===== config.mk =====
export PLATFORM = sky130hd
export DESIGN_NAME = gsensor_spi_responder
export DESIGN_NICKNAME = d
export VERILOG_FILES = /design/src/rtl/gsensor_pkg.sv /design/src/rtl/spi_in_sync.sv /design/src/rtl/gsensor_spi_responder.sv
export SDC_FILE = /design/constraint.sdc
export NUM_CORES = 1
export LEC_CHECK = 0
export CAP_MARGIN = 10
export CORE_MARGIN = 1.5
export CORE_UTILIZATION = 40
export DETAILED_ROUTE_END_ITERATION = 6
export PLACE_DENSITY_LB_ADDON = 0.12
export SYNTH_ARGS = -nofsm -noshare
export SYNTH_HDL_FRONTEND = slang
export SYNTH_HIERARCHICAL = 1
export SYNTH_SLANG_ARGS = --single-unit

===== constraint.sdc =====
create_clock -name MAX10_CLK1_50 -period 16.3 [get_ports MAX10_CLK1_50]
set_clock_uncertainty 0.1 [all_clocks]
set_input_delay 1.63 -clock MAX10_CLK1_50 [delete_from_list [all_inputs] [get_ports MAX10_CLK1_50]]
set_output_delay 1.63 -clock MAX10_CLK1_50 [all_outputs]
set_load 0.05 [all_outputs]

===== src/rtl/gsensor_pkg.sv =====
// rtl/gsensor_pkg.sv - register map, reset values and FSM states for the GSENSOR responder
package gsensor_pkg;

  localparam logic [5:0] DEVID_ADDR   = 6'h00;
  localparam logic [5:0] BW_RATE_ADDR = 6'h2C;
  localparam logic [5:0] DATAX0_ADDR  = 6'h32;
  localparam logic [5:0] DATAX1_ADDR  = 6'h33;
  localparam logic [5:0] DATAY0_ADDR  = 6'h34;
  localparam logic [5:0] DATAY1_ADDR  = 6'h35;
  localparam logic [5:0] DATAZ0_ADDR  = 6'h36;
  localparam logic [5:0] DATAZ1_ADDR  = 6'h37;

  localparam logic [7:0] BW_RATE_RST  = 8'h0A;

  typedef enum logic [1:0] {IDLE, CMD, DATA} state_t;

  function automatic logic reg_writable(input logic [5:0] a);
    return (a != DEVID_ADDR) && !((a >= DATAX0_ADDR) && (a <= DATAZ1_ADDR));
  endfunction

  function automatic logic [7:0] reg_reset(input logic [5:0] a, input logic [7:0] devid);
    if (a == DEVID_ADDR)   return devid;
    if (a == BW_RATE_ADDR) return BW_RATE_RST;
    return 8'h00;
  endfunction

endpackage


===== src/rtl/spi_in_sync.sv =====
// rtl/spi_in_sync.sv - synchronizes SCLK/CS_N/SDI into the system clock and detects their edges
module spi_in_sync #(
  parameter int STAGES = 2
) (
  input  logic clk,
  input  logic rst,
  input  logic sclk,
  input  logic cs_n,
  input  logic sdi,
  output logic sclk_rise,
  output logic sclk_fall,
  output logic cs_n_s,
  output logic cs_rise,
  output logic cs_fall,
  output logic sdi_s
);

  logic [STAGES-1:0] sclk_q, sclk_d, cs_q, cs_d, sdi_q, sdi_d;
  logic              sclk_prev_q, sclk_prev_d, cs_prev_q, cs_prev_d;

  always_comb begin
    sclk_d      = {sclk_q[STAGES-2:0], sclk};
    cs_d        = {cs_q[STAGES-2:0], cs_n};
    sdi_d       = {sdi_q[STAGES-2:0], sdi};
    sclk_prev_d = sclk_q[STAGES-1];
    cs_prev_d   = cs_q[STAGES-1];
  end

  // SCLK and CS_N idle high, so the chains reset high to avoid phantom edges.
  always_ff @(posedge clk or posedge rst) begin
    if (rst) begin
      sclk_q      <= '1;
      cs_q        <= '1;
      sdi_q       <= '0;
      sclk_prev_q <= 1'b1;
      cs_prev_q   <= 1'b1;
    end else begin
      sclk_q      <= sclk_d;
      cs_q        <= cs_d;
      sdi_q       <= sdi_d;
      sclk_prev_q <= sclk_prev_d;
      cs_prev_q   <= cs_prev_d;
    end
  end

  assign sclk_rise = sclk_q[STAGES-1] & ~sclk_prev_q;
  assign sclk_fall = ~sclk_q[STAGES-1] & sclk_prev_q;
  assign cs_n_s    = cs_q[STAGES-1];
  assign cs_rise   = cs_q[STAGES-1] & ~cs_prev_q;
  assign cs_fall   = ~cs_q[STAGES-1] & cs_prev_q;
  assign sdi_s     = sdi_q[STAGES-1];

endmodule


===== src/rtl/gsensor_spi_responder.sv =====
// rtl/gsensor_spi_responder.sv - mode-3 SPI slave emulating an ADXL345-style accelerometer register file
module gsensor_spi_responder
  import gsensor_pkg::*;
#(
  parameter logic [7:0] DEVID       = 8'hE5,
  parameter int         SYNC_STAGES = 2
) (
  input  logic        MAX10_CLK1_50,
  input  logic        RST,
  input  logic        SPI_CS_N,
  input  logic        SPI_SCLK,
  input  logic        SPI_SDI,
  output logic        SPI_SDO,
  output logic        SPI_SDO_OE,
  input  logic        SAMPLE_VALID,
  input  logic [15:0] SAMPLE_X,
  input  logic [15:0] SAMPLE_Y,
  input  logic [15:0] SAMPLE_Z,
  output logic        WR_STROBE,
  output logic [5:0]  WR_ADDR,
  output logic [7:0]  WR_DATA,
  output logic        FRAME_ERR
);

  logic sclk_rise, sclk_fall, cs_n_s, cs_rise, cs_fall, sdi_s;

  spi_in_sync #(.STAGES(SYNC_STAGES)) u_sync (
    .clk       (MAX10_CLK1_50),
    .rst       (RST),
    .sclk      (SPI_SCLK),
    .cs_n      (SPI_CS_N),
    .sdi       (SPI_SDI),
    .sclk_rise (sclk_rise),
    .sclk_fall (sclk_fall),
    .cs_n_s    (cs_n_s),
    .cs_rise   (cs_rise),
    .cs_fall   (cs_fall),
    .sdi_s     (sdi_s)
  );

  state_t      state_q, state_d;
  logic [2:0]  bit_cnt_q, bit_cnt_d;
  logic [7:0]  rx_q, rx_d, tx_q, tx_d;
  logic        rw_q, rw_d, mb_q, mb_d, byte_done_q, byte_done_d;
  logic [5:0]  addr_q, addr_d;
  logic        sdo_q, sdo_d, oe_q, oe_d;
  logic        wr_strobe_q, wr_strobe_d, frame_err_q, frame_err_d;
  logic [5:0]  wr_addr_q, wr_addr_d;
  logic [7:0]  wr_data_q, wr_data_d;
  logic        pend_q, pend_d;
  logic [47:0] pend_data_q, pend_data_d;
  logic [7:0]  regs_q [64];
  logic [7:0]  regs_d [64];

  logic [7:0]  rx_byte, rd_byte;
  logic        sample_we;
  logic [47:0] sample_word;

  always_comb begin
    state_d     = state_q;
    bit_cnt_d   = bit_cnt_q;
    rx_d        = rx_q;
    tx_d        = tx_q;
    rw_d        = rw_q;
    mb_d        = mb_q;
    byte_done_d = byte_done_q;
    addr_d      = addr_q;
    sdo_d       = sdo_q;
    oe_d        = oe_q;
    wr_strobe_d = 1'b0;
    wr_addr_d   = wr_addr_q;
    wr_data_d   = wr_data_q;
    frame_err_d = 1'b0;
    pend_d      = pend_q;
    pend_data_d = pend_data_q;
    regs_d      = regs_q;
    sample_we   = 1'b0;
    sample_word = pend_data_q;

    rx_byte = {rx_q[6:0], sdi_s};
    // With MB clear only the first data byte addresses the regfile.
    rd_byte = (mb_q || !byte_done_q) ? regs_q[addr_q] : 8'h00;

    case (state_q)
      IDLE: begin
        if (cs_fall) begin
          state_d   = CMD;
          bit_cnt_d = 3'd0;
        end
      end
      CMD: begin
        if (sclk_rise) begin
          rx_d      = rx_byte;
          bit_cnt_d = bit_cnt_q + 3'd1;
          if (bit_cnt_q == 3'd7) begin
            rw_d        = rx_byte[7];
            mb_d        = rx_byte[6];
            addr_d      = rx_byte[5:0];
            byte_done_d = 1'b0;
            state_d     = DATA;
          end
        end
      end
      DATA: begin
        if (sclk_fall && rw_q) begin
          oe_d = 1'b1;
          if (bit_cnt_q == 3'd0) begin
            sdo_d = rd_byte[7];
            tx_d  = {rd_byte[6:0], 1'b0};
          end else begin
            sdo_d = tx_q[7];
            tx_d  = {tx_q[6:0], 1'b0};
          end
        end
        if (sclk_rise) begin
          rx_d      = rx_byte;
          bit_cnt_d = bit_cnt_q + 3'd1;
          if (bit_cnt_q == 3'd7) begin
            if (!rw_q && (mb_q || !byte_done_q) && reg_writable(addr_q)) begin
              regs_d[addr_q] = rx_byte;
              wr_strobe_d    = 1'b1;
              wr_addr_d      = addr_q;
              wr_data_d      = rx_byte;
            end
            byte_done_d = 1'b1;
            if (mb_q) addr_d = addr_q + 6'd1;
          end
        end
      end
      default: state_d = IDLE;
    endcase

    if (cs_rise) begin
      state_d     = IDLE;
      oe_d        = 1'b0;
      sdo_d       = 1'b0;
      bit_cnt_d   = 3'd0;
      frame_err_d = (state_q != IDLE) && (bit_cnt_q != 3'd0);
    end

    // Samples arriving mid-frame wait until CS_N is back high so a burst read stays coherent.
    if (SAMPLE_VALID) begin
      if (!cs_n_s) begin
        pend_d      = 1'b1;
        pend_data_d = {SAMPLE_Z, SAMPLE_Y, SAMPLE_X};
      end else begin
        sample_we   = 1'b1;
        sample_word = {SAMPLE_Z, SAMPLE_Y, SAMPLE_X};
        pend_d      = 1'b0;
      end
    end else if (pend_q && cs_n_s) begin
      sample_we = 1'b1;
      pend_d    = 1'b0;
    end

    if (sample_we) begin
      for (int i = 0; i < 6; i++) begin
        regs_d[6'(int'(DATAX0_ADDR) + i)] = sample_word[8*i +: 8];
      end
    end
  end

  always_ff @(posedge MAX10_CLK1_50 or posedge RST) begin
    if (RST) begin
      state_q     <= IDLE;
      bit_cnt_q   <= 3'd0;
      rx_q        <= 8'h00;
      tx_q        <= 8'h00;
      rw_q        <= 1'b0;
      mb_q        <= 1'b0;
      byte_done_q <= 1'b0;
      addr_q      <= 6'd0;
      sdo_q       <= 1'b0;
      oe_q        <= 1'b0;
      wr_strobe_q <= 1'b0;
      wr_addr_q   <= 6'd0;
      wr_data_q   <= 8'h00;
      frame_err_q <= 1'b0;
      pend_q      <= 1'b0;
      pend_data_q <= 48'h0;
      for (int i = 0; i < 64; i++) regs_q[i] <= reg_reset(6'(i), DEVID);
    end else begin
      state_q     <= state_d;
      bit_cnt_q   <= bit_cnt_d;
      rx_q        <= rx_d;
      tx_q        <= tx_d;
      rw_q        <= rw_d;
      mb_q        <= mb_d;
      byte_done_q <= byte_done_d;
      addr_q      <= addr_d;
      sdo_q       <= sdo_d;
      oe_q        <= oe_d;
      wr_strobe_q <= wr_strobe_d;
      wr_addr_q   <= wr_addr_d;
      wr_data_q   <= wr_data_d;
      frame_err_q <= frame_err_d;
      pend_q      <= pend_d;
      pend_data_q <= pend_data_d;
      for (int i = 0; i < 64; i++) regs_q[i] <= regs_d[i];
    end
  end

  assign SPI_SDO    = sdo_q;
  assign SPI_SDO_OE = oe_q;
  assign WR_STROBE  = wr_strobe_q;
  assign WR_ADDR    = wr_addr_q;
  assign WR_DATA    = wr_data_q;
  assign FRAME_ERR  = frame_err_q;

endmodule


# ---- Yosys cells after proc, flatten, opt, wreduce, memory -nomap -nowiden
# Cells that the tools add are included.
dict set report op_classes {
  add_sub_neg 2
  order_cmp 4
  n_eq_ne 13
  muxes 40
  bitwise_logic 9
  n_reduce_logical 30
}
# operator n
set op_table {}
lappend op_table {{$bwmux W512} 1}
lappend op_table {{$bmux W8 S6} 1}
lappend op_table {{$demux W8 S6} 1}
lappend op_table {{$mux W8} 5}
lappend op_table {{$mux W6} 5}
lappend op_table {{$mux W1} 16}
lappend op_table {{$ne A2 B2 Y1 const B} 6}
lappend op_table {{$pmux W6 S2} 1}
lappend op_table {{$mux W3} 3}
lappend op_table {{$ne A3 B3 Y1 const B} 3}
lappend op_table {{$mux W2} 4}
lappend op_table {{$reduce_and A4 Y1} 2}
lappend op_table {{$reduce_bool A2 Y1} 4}
lappend op_table {{$ge A7 B7 Y1 const B} 1}
lappend op_table {{$logic_and A1 B1 Y1} 7}
lappend op_table {{$lt A7 B1 Y1 const B} 1}
lappend op_table {{$not A6 Y7} 1}
lappend op_table {{$add A6 B1 Y6 const B} 1}
lappend op_table {{$ge A6 B6 Y1 const B} 1}
lappend op_table {{$le A6 B6 Y1 const B} 1}
lappend op_table {{$pmux W2 S3} 1}
lappend op_table {{$pmux W3 S2} 1}
lappend op_table {{$reduce_and A2 Y1} 3}
lappend op_table {{$reduce_and A3 Y1} 2}
lappend op_table {{other kinds (17)} 26}
dict set report totals {
  reg_bits 567
  inputBits 54
  out_inout_bits 18
}

# ---- Longest topological paths before layout
# Gate-level depths: netlist (run 1).
dict set report depth {
  ltp_word 9
  depth_mapped 12
  mapped_depth_nobuf 8
}

# ---- By module
# Netlist (run 1), hierarchy kept.
# module n_inst cells_per_inst area_per_inst_um2 seq_area_each_um2
set by_module_without_submodules {}
lappend by_module_without_submodules {gsensor_spi_responder 1 1917 25396.9 13972.2}
lappend by_module_without_submodules {spi_in_sync 1 13 246.5 207.7}

# ---- Worst setup path after synthesis (run 1)
# OpenSTA, ideal clock, no wires.
dict set report synth_path {
  kind {register to register}
  startpoint {register addr_q[0]}
  endpoint {register regs_q[184] in the netlist's numbering}
  setup_time_ps 125
  arrival_ps 2879
  t_required_ps 16075
  path_slack_ps 13196
  path_stages_with_launch 11
  n_path_buf 3
  path_cell_list {dfrtp_1 -> buf_2 -> buf_2 -> buf_2 -> clkinv_1 -> ha_1 -> a211o_1 -> a211oi_1 -> nand2_1 -> nor2_2 -> mux2_2}
}
dict set report synth_between {
  elab_chain_len 6
  elab_cells_between_ends 15
}
# element line_no
set synth_lines {}
lappend synth_lines {{start: declaration} gsensor_spi_responder.sv:45} ;# logic [5:0] addr_q, addr_d;
lappend synth_lines {{start signal: assignment} gsensor_spi_responder.sv:190} ;# addr_q <= addr_d;
lappend synth_lines {{$not A6 Y7 (not written as such), or another cell as far along} gsensor_spi_responder.sv:120} ;# regs_d[addr_q] = rx_byte;
lappend synth_lines {{$ge A7 B7 Y1 (not written as such), or another cell as far along} gsensor_spi_responder.sv:120}
lappend synth_lines {{$logic_and A1 B1 Y1 (not written as such) / $logic_not A1 Y1 (equally long branches)} {gsensor_spi_responder.sv:120, gsensor_pkg.sv:18}}
lappend synth_lines {{$mux W8 (not written as such) / $logic_and A1 B1 Y1 (equally long branches)} {gsensor_spi_responder.sv:120, gsensor_pkg.sv:18}}
lappend synth_lines {{$demux W8 S6 / $logic_and A1 B1 Y1 (equally long branches)} {gsensor_spi_responder.sv:120, gsensor_spi_responder.sv:119}}
lappend synth_lines {{$bwmux W512 / $reduce_and A4 Y1 (equally long branches)} -}
lappend synth_lines {{end: declaration} gsensor_spi_responder.sv:52} ;# logic [7:0] regs_q [64];
# Parallel ways exist; a longest one is shown, timed or not.
# A chain may end at the register's enable or synchronous reset.

# ---- Worst setup path in the final report (run 1)
dict set report layout_path {
  startpoint {register addr_q[0]}
  endpoint {register tx_q[2]}
}
dict set report layout_between {
  elab_chain_len 6
}
# element line_no
set layout_lines {}
lappend layout_lines {{$not A6 Y7 (not written as such)} gsensor_spi_responder.sv:82} ;# rd_byte = (mb_q || !byte_done_q) ? regs_q[addr_q] : 8'h00;
lappend layout_lines {{$bmux W8 S6} gsensor_spi_responder.sv:82}
lappend layout_lines {{$mux W8 (not written as such) (2 in series)} gsensor_spi_responder.sv:82}
lappend layout_lines {{$mux W8} gsensor_spi_responder.sv:82}
lappend layout_lines {{$mux W8} gsensor_spi_responder.sv:107} ;# if (bit_cnt_q == 3'd0) begin
lappend layout_lines {{end signal: assignment} gsensor_spi_responder.sv:186} ;# tx_q <= tx_d;
lappend layout_lines {{end: declaration} gsensor_spi_responder.sv:43} ;# logic [7:0] rx_q, rx_d, tx_q, tx_d;
# Every way passes these cells. The select of a mux whose other input is x is not followed.

==> metrics, run 1 <==
status complete, no violations; first-pass GRT wire length 106300 um; post-synthesis sequential area ratio 55.30%; TritonCTS clock tree done; largest buffer count on any clock path 3; # Post-CTS Setup Buffers 0; fin crit period 4.841 ns; Die H 256.2 um; Worst Hold Class register to register; CP Max Fanout 42; #FFs+latches synth 566; Final Hold Vio Count 0; htree depth 3; Vias/cell 5.733; total power 3.164 mW; FF-to-FF setup slack 11.46 ns; Syn Inst Count 1930; CP max stage cell dfrtp_4; clock sinks 566; initial antenna violation count 0; port buffer count 22; number of flops mapped to enable cells by yosys 0; Mapped Area 0.02564 mm2; Critical Path RT 16.63 ns; pre-CTS setup slack 10.79 ns; # nets final 1931; hold_buf cts 0; vias in the first global route 16565; CTS Root Cell clkbuf_16; setup_tns 0 ns; cts repair resizes 0; total number of vias 15824; worst skew pair latency 0.61 ns; die area 0.06564 mm2; LEAKAGE 13.24 nW; Residual DRC 0; CP max stage delay 0.90 ns; GRT Total Usage 21.34%; TritonCTS buffer count 66; CP most frequent cell buf_4; Max-Cap Viols 0; Finish-stage setup viols 0; net switching component of the power 0.8270 mW; Crit Path Category register to register; DP Wirelength 42790 um; Pre-antenna DRT Iters 5; RePlAce Congestion 0.8007; Critical Path End tx_q[2]; Ports 72; Max Clk Rate 206.6 MHz; internal power 2.337 mW; # rows 92; area of the core 0.06320 mm2; Worst Setup SP addr_q[0]; clock-pin transition on the worst setup and hold timing paths 0.06 ns; total global routing overflow 0; Initial Util 40.58%; syn_area_per_cell 13.29 um2; Clock power frac 46.2%; CP Capture Type register; Multi-input gate area 0.01068 mm2; PwrDens 110.5 mW/mm2; Gate power share 8.8%; VDD IR max 66.23 uV; wire per inst 25.01 um; initial DRC count 1183; Final period util 29.70%; crit path cell chain buf_4, buf_4, nor2_4, buf_4, a221oi_1, o221ai_1, a221oi_1, a41oi_1; yosys warns 6; Slew HR 25.32%; worst flop-to-flop path startpoint addr_q[0]; Least-Margin Pin Slew 1.118 ns; predominant post-synthesis flop cell dfrtp_1; Distinct cells, synth 66; r2r worst-path depth 8; part of the power in registers 45.0%; RSZ-0062 raised after global routing no; final wirelength 69020 um; capture point of the worst reg-to-reg path tx_q[2]; WP data arrival 5.17 ns; largest net degree at the start of global routing 186; max-slew violations 0; CP startpoint kind register; Routed Antenna Nets 0; Synth-to-Final Area Change 11.62%; Die X 256.2 um; setup ws final 11.46 ns; Fill cells 5683; ys async rst share 100.0%; Switching Fraction 26.14%; share of cells above drive strength 1 39.44%; Storage cell area 0.01420 mm2; syn_nets 1994
==> placed cells by master, fill, tap and decap left out, types with 4 or more instances in the layout <==
cell / count
a211oi_1: 9
a21oi_1: 47
a221oi_1: 40
a22o_1: 8
a22oi_1: 57
a41oi_1: 5
and2_1: 4
and2b_2: 4
and3_1: 7
buf_4: 34
clkbuf_1: 12
clkbuf_16: 69
clkbuf_8: 16
clkdlybuf4s50_1: 22
clkinv_2: 9
dfrtp_1: 542
dfrtp_2: 8
dfstp_2: 13
ha_1: 10
inv_1: 8
mux2_1: 6
mux2_2: 478
mux2i_1: 72
mux4_2: 43
nand2_1: 101
nand2_2: 36
nand2b_1: 6
nand3_1: 15
nor2_1: 46
nor2_2: 11
nor2b_1: 10
nor3_1: 4
nor3_2: 5
o211ai_1: 6
o21ai_0: 41
o221ai_1: 11
o22ai_1: 29
or2_2: 5
==> registers in the layout, summed over array words and instances, names as in the netlist, 2 cells and up <==
| name | count |
|---|---|
| WR_ADDR | 6 |
| WR_DATA | 8 |
| addr_q | 6 |
| bit_cnt_q | 3 |
| regs_q | 512 |
| rx_q | 7 |
| state_q | 2 |
| tx_q | 7 |
| u_sync/cs_q | 2 |
| u_sync/sclk_q | 2 |
| u_sync/sdi_q | 2 |
==> power by group through the flow <==
stage	sequential (mW)	combinational, mW	clock, mW
floorplan	1.46	0.162	0
global placement	1.45	0.279	0
detailed placement	1.45	0.284	0
CTS	1.42	0.285	1.50
global route	1.42	0.306	1.57
finish	1.42	0.278	1.46
==> worst max-delay path: cells and delay by family (launching register included) <==
family | cells | cell delay, ns
buffers and inverters | 3 | 1.70
AO/OA/AOI/OAI | 4 | 1.70
flip-flops | 1 | 0.90
AND/OR/NAND/NOR | 1 | 0.16
==> through the flow <==
step           util [%]  cells  cell area (um2)  hold WS, ns
4_1_cts           45.28   2758            28620       0.2488
3_3_place_gp      41.90   2645            26480       0.2341
5_1_grt           45.28   2758            28620       0.2590
6_report          45.29   2760            28620       0.2454
2_1_floorplan         -   1930            25650       0.2312
3_5_place_dp      41.90   2645            26480       0.2357
==> worst min path at each step <==
| stage | from | to | slack (ns) | cells after the start |
|---|---|---|---|---|
| 5_1_grt | u_sync/sdi_q[0] | u_sync/sdi_q[1] | 0.26 | 0 |
| 3_3_place_gp | u_sync/sdi_q[0] | u_sync/sdi_q[1] | 0.23 | 0 |
| 3_5_place_dp | u_sync/sdi_q[0] | u_sync/sdi_q[1] | 0.24 | 0 |
| 4_1_cts | u_sync/sdi_q[0] | u_sync/sdi_q[1] | 0.25 | 0 |
| 2_1_floorplan | u_sync/sdi_q[0] | u_sync/sdi_q[1] | 0.23 | 0 |
| 6_report | u_sync/sdi_q[0] | u_sync/sdi_q[1] | 0.25 | 0 |
==> kinds of logic (layout without fill, tap and decap cells) <==
| group | Yosys count | after routing | share of synthesized area [%] |
|---|---|---|---|
| other | 0 | 2 | 0 |
| adder cells (fa/ha/maj) | 10 | 10 | 0.4879 |
| flip-flops | 566 | 566 | 55.30 |
| multiplexers | 599 | 599 | 27.84 |
| AND/OR/NAND/NOR | 277 | 277 | 5.631 |
| buffers and inverters | 199 | 181 | 3.133 |
| AO/OA/AOI/OAI | 279 | 279 | 7.612 |
==> layout make-up <==
type / count / share of cell area, %
antenna: 2 / 0.01749
clock buffer: 97 / 6.959
clock inverter: 16 / 0.5115
inverter: 11 / 0.1574
multi-input combinational: 1165 / 37.31
sequential: 566 / 49.62
tap: 846 / 3.698
timing repair buffer: 57 / 1.731
==> routing by layer <==
metal / GRT usage (%) / vias up / routed length, um
met2: 33.85 / 321 / 32230
met3: 4.241 / 110 / 3337
met1: 29.49 / 8466 / 31650
met4: 6.591 / 0 / 1809
met5: 0 / - / 0
li1: - / 6927 / -
==> cell usage after synthesis (5+ instances only) <==
cell type | instances | area (um2)
o22ai_1 | 29 | 181.4
buf_2 | 24 | 120.1
nor3_1 | 5 | 25.02
buf_4 | 5 | 37.54
a221oi_1 | 40 | 350.3
dfrtp_1 | 553 | 13840
nand2_2 | 36 | 225.2
nand3_1 | 15 | 75.07
and2_1 | 5 | 31.28
ha_1 | 10 | 125.1
a22o_1 | 8 | 70.07
nor2_2 | 11 | 68.82
o221ai_1 | 11 | 96.34
buf_1 | 13 | 48.80
o211ai_1 | 6 | 45.04
mux2i_1 | 72 | 720.7
nand2b_1 | 6 | 37.54
mux2_1 | 6 | 67.56
mux2_2 | 478 | 5383
mux4_2 | 43 | 968.4
nor2b_1 | 10 | 62.56
a22oi_1 | 57 | 427.9
nand2_1 | 101 | 379.1
inv_1 | 10 | 37.54
and3_1 | 7 | 43.79
a211oi_1 | 9 | 67.56
o21ai_0 | 41 | 205.2
or2_2 | 5 | 31.28
clkbuf_1 | 145 | 544.3
a21oi_1 | 47 | 235.2
nor2_1 | 47 | 176.4
a41oi_1 | 5 | 43.79
dfstp_2 | 13 | 341.6
No activity file was read; power rests on OpenSTA's default activity.
==> run 2: changes to the inputs <==
Clock period 16.3 ns to 4.3 ns, I/O delays scaled along.
==> run 2 against run 1 <==
Non-clock buffer count is 34 higher. Final cell count is 1.1% higher. Combinational power grew to 2.8 times the previous value. Sequential power grew to 4.0 times the previous value. Worst setup slack worse by 11 ns. Design area is 0.76% higher. Highest routed layer unchanged.
==> metrics, run 2 (synthesis results as in run 1) <==
status complete, no violations (unchanged); r2r worst-path depth 8 (unchanged); GRT Total Usage 21.51% (was 21.34%); Fill cells 5675 (was 5683); CP Max Fanout 13 (was 42); port buffer count 22 (unchanged); wire per inst 25.10 um (was 25.01 um); die area 0.06564 mm2 (unchanged); internal power 8.646 mW (was 2.337 mW); Pre-antenna DRT Iters 5 (unchanged); Finish-stage setup viols 0 (unchanged); CTS Root Cell clkbuf_16 (unchanged); capture point of the worst reg-to-reg path regs_q[430] (was tx_q[2]); Crit Path Category register to register (unchanged); initial DRC count 1151 (was 1183); # nets final 1960 (was 1931); Max Clk Rate 291.5 MHz (was 206.6 MHz); Max-Cap Viols 0 (unchanged); dpl cells 2679 (was 2645); PwrDens 405.5 mW/mm2 (was 110.5 mW/mm2); max-slew violations 0 (unchanged); Post-Place Cell Area 0.02686 mm2 (was 0.02648 mm2); Residual DRC 0 (unchanged); Final period util 79.79% (was 29.70%); Switching Fraction 26.06% (was 26.14%); most frequent cells in the layout 542 x dfrtp_1, 478 x mux2_2, 101 x nand2_1 (unchanged); Gate power share 6.5% (was 8.8%); clock sinks 566 (unchanged); clock-pin transition on the worst setup and hold timing paths 0.06 ns (about the same); pre-CTS setup slack 0.8998 ns (was 10.79 ns); Die X 256.2 um (unchanged); area of the core 0.06320 mm2 (unchanged); Vias/cell 5.665 (was 5.733); initial antenna violation count 1 (was 0); RePlAce Congestion 0.8405 (was 0.8007); Ports 72 (unchanged); leading cell type in the layout, fill and taps excluded dfrtp_1 (unchanged); total number of vias 15805 (was 15824); Final Hold Vio Count 0 (unchanged); RSZ-0062 raised after global routing no (unchanged); final instance area 0.02884 mm2 (was 0.02862 mm2); TritonCTS buffer count 61 (was 66); vias in the first global route 16454 (was 16565); setup ws final 0.8689 ns (was 11.46 ns); total power 11.69 mW (was 3.164 mW); # rows 92 (unchanged); largest net degree at the start of global routing 123 (was 186); largest register by flop count regs_q (unchanged); htree depth 2 (was 3); net switching component of the power 3.048 mW (was 0.8270 mW); hold_ws 0.06350 ns (was 0.2454 ns); Worst Setup SP bit_cnt_q[1] (was addr_q[0]); Critical Path RT 4.69 ns (was 16.63 ns); Die H 256.2 um (unchanged); first-pass GRT wire length 106500 um (was 106300 um); final wirelength 70020 um (was 69020 um); fin crit period 3.431 ns (was 4.841 ns); CP Capture Type register (unchanged); Synth-to-Final Area Change 12.47% (was 11.62%); LEAKAGE 13.36 nW (was 13.24 nW); Initial Util 40.58% (unchanged); Least-Margin Pin Slew 1.158 ns (was 1.118 ns); Slew HR 22.82% (was 25.32%); fin cells 2790 (was 2760); worst flop-to-flop path startpoint bit_cnt_q[1] (was addr_q[0]); final core utilization 45.64% (was 45.29%); # Post-CTS Setup Buffers 0 (unchanged); largest buffer count on any clock path 3 (unchanged); total global routing overflow 0 (unchanged); WP data arrival 3.82 ns (was 5.17 ns); Worst Hold Class input port to asynchronous set/reset pin (was register to register); share of cells above drive strength 1 39.89% (was 39.44%); DP Wirelength 45390 um (was 42790 um); FF-to-FF setup slack 0.87 ns (was 11.46 ns); CP startpoint kind register (unchanged); worst skew pair latency 0.61 ns (about the same); Clock power frac 44.5% (was 46.2%); Routed Antenna Nets 0 (unchanged); hold_buf cts 0 (unchanged); setup_tns 0 ns (unchanged); max reg flops 512 (unchanged); cts repair resizes 0 (unchanged); part of the power in registers 48.9% (was 45.0%); TritonCTS clock tree done (unchanged); VDD IR max 285.4 uV (was 66.23 uV)
run 2: changes by cell type in the layout (fill, tap and decap cells not counted):
cell | previous run | this run
buf_4 | 34 | 58
buf_12 | 1 | 11
clkbuf_1 | 12 | 22
clkbuf_16 | 69 | 61
inv_6 | 3 | 0
bufinv_16 | 2 | 4
clkinv_2 | 9 | 7
clkbuf_8 | 16 | 15
clkinvlp_4 | 3 | 2
diode_2 | 2 | 1
run 2: final cells by class:
type	count	area [um2]	share of cell area, %
Antenna cell	1	2.502	0.008677
Inverter	11	45.04	0.1562
Multi-Input combinational cell	1165	10680	37.03
Clock buffer	98	1815	6.295
Timing Repair Buffer	91	875.8	3.037
Clock inverter	12	162.7	0.5640
Tap cell	846	1059	3.670
Sequential cell	566	14200	49.24
run 2: critical path, cell delays in order (launching register included):
cell	delay (ns)
dfrtp_1	0.37
ha_1	0.16
ha_1	0.22
nand4b_1	0.19
a211o_1	0.30
o21bai_4	0.32
nor3_2	0.81
nand2_2	0.43
mux2_2	0.39
run 2: how the worst max path moves through the flow:
| stage | to | slack [ns] | cells after the start |
|---|---|---|---|
| after CTS | regs_q[424] | 0.88 | 8 |
| after global placement | regs_q[425] | 0.93 | 6 |
| final | regs_q[430] | 0.87 | 8 |
| after detailed placement | regs_q[424] | 0.90 | 8 |
| after global routing | regs_q[426] | 0.77 | 8 |
| after floorplan | FRAME_ERR | -3.82 | 1 |
run 2: routing by layer:
layer / vias to the layer above / routed length [um] / track usage, %
met5: - / 0 / 0
met4: 0 / 2041 / 6.936
met3: 124 / 2836 / 3.035
met2: 310 / 32640 / 34.27
met1: 8395 / 32500 / 30.33
li1: 6976 / - / -
run 2: power groups by stage:
| stage | logic [mW] | clock network, mW | registers, mW |
|---|---|---|---|
| 2_1_floorplan | 0.614 | 0 | 5.52 |
| 3_3_place_gp | 0.771 | 0 | 5.81 |
| 3_5_place_dp | 0.790 | 0 | 5.82 |
| 4_1_cts | 0.793 | 5.34 | 5.73 |
| 5_1_grt | 0.855 | 5.56 | 5.75 |
| 6_report | 0.766 | 5.21 | 5.72 |
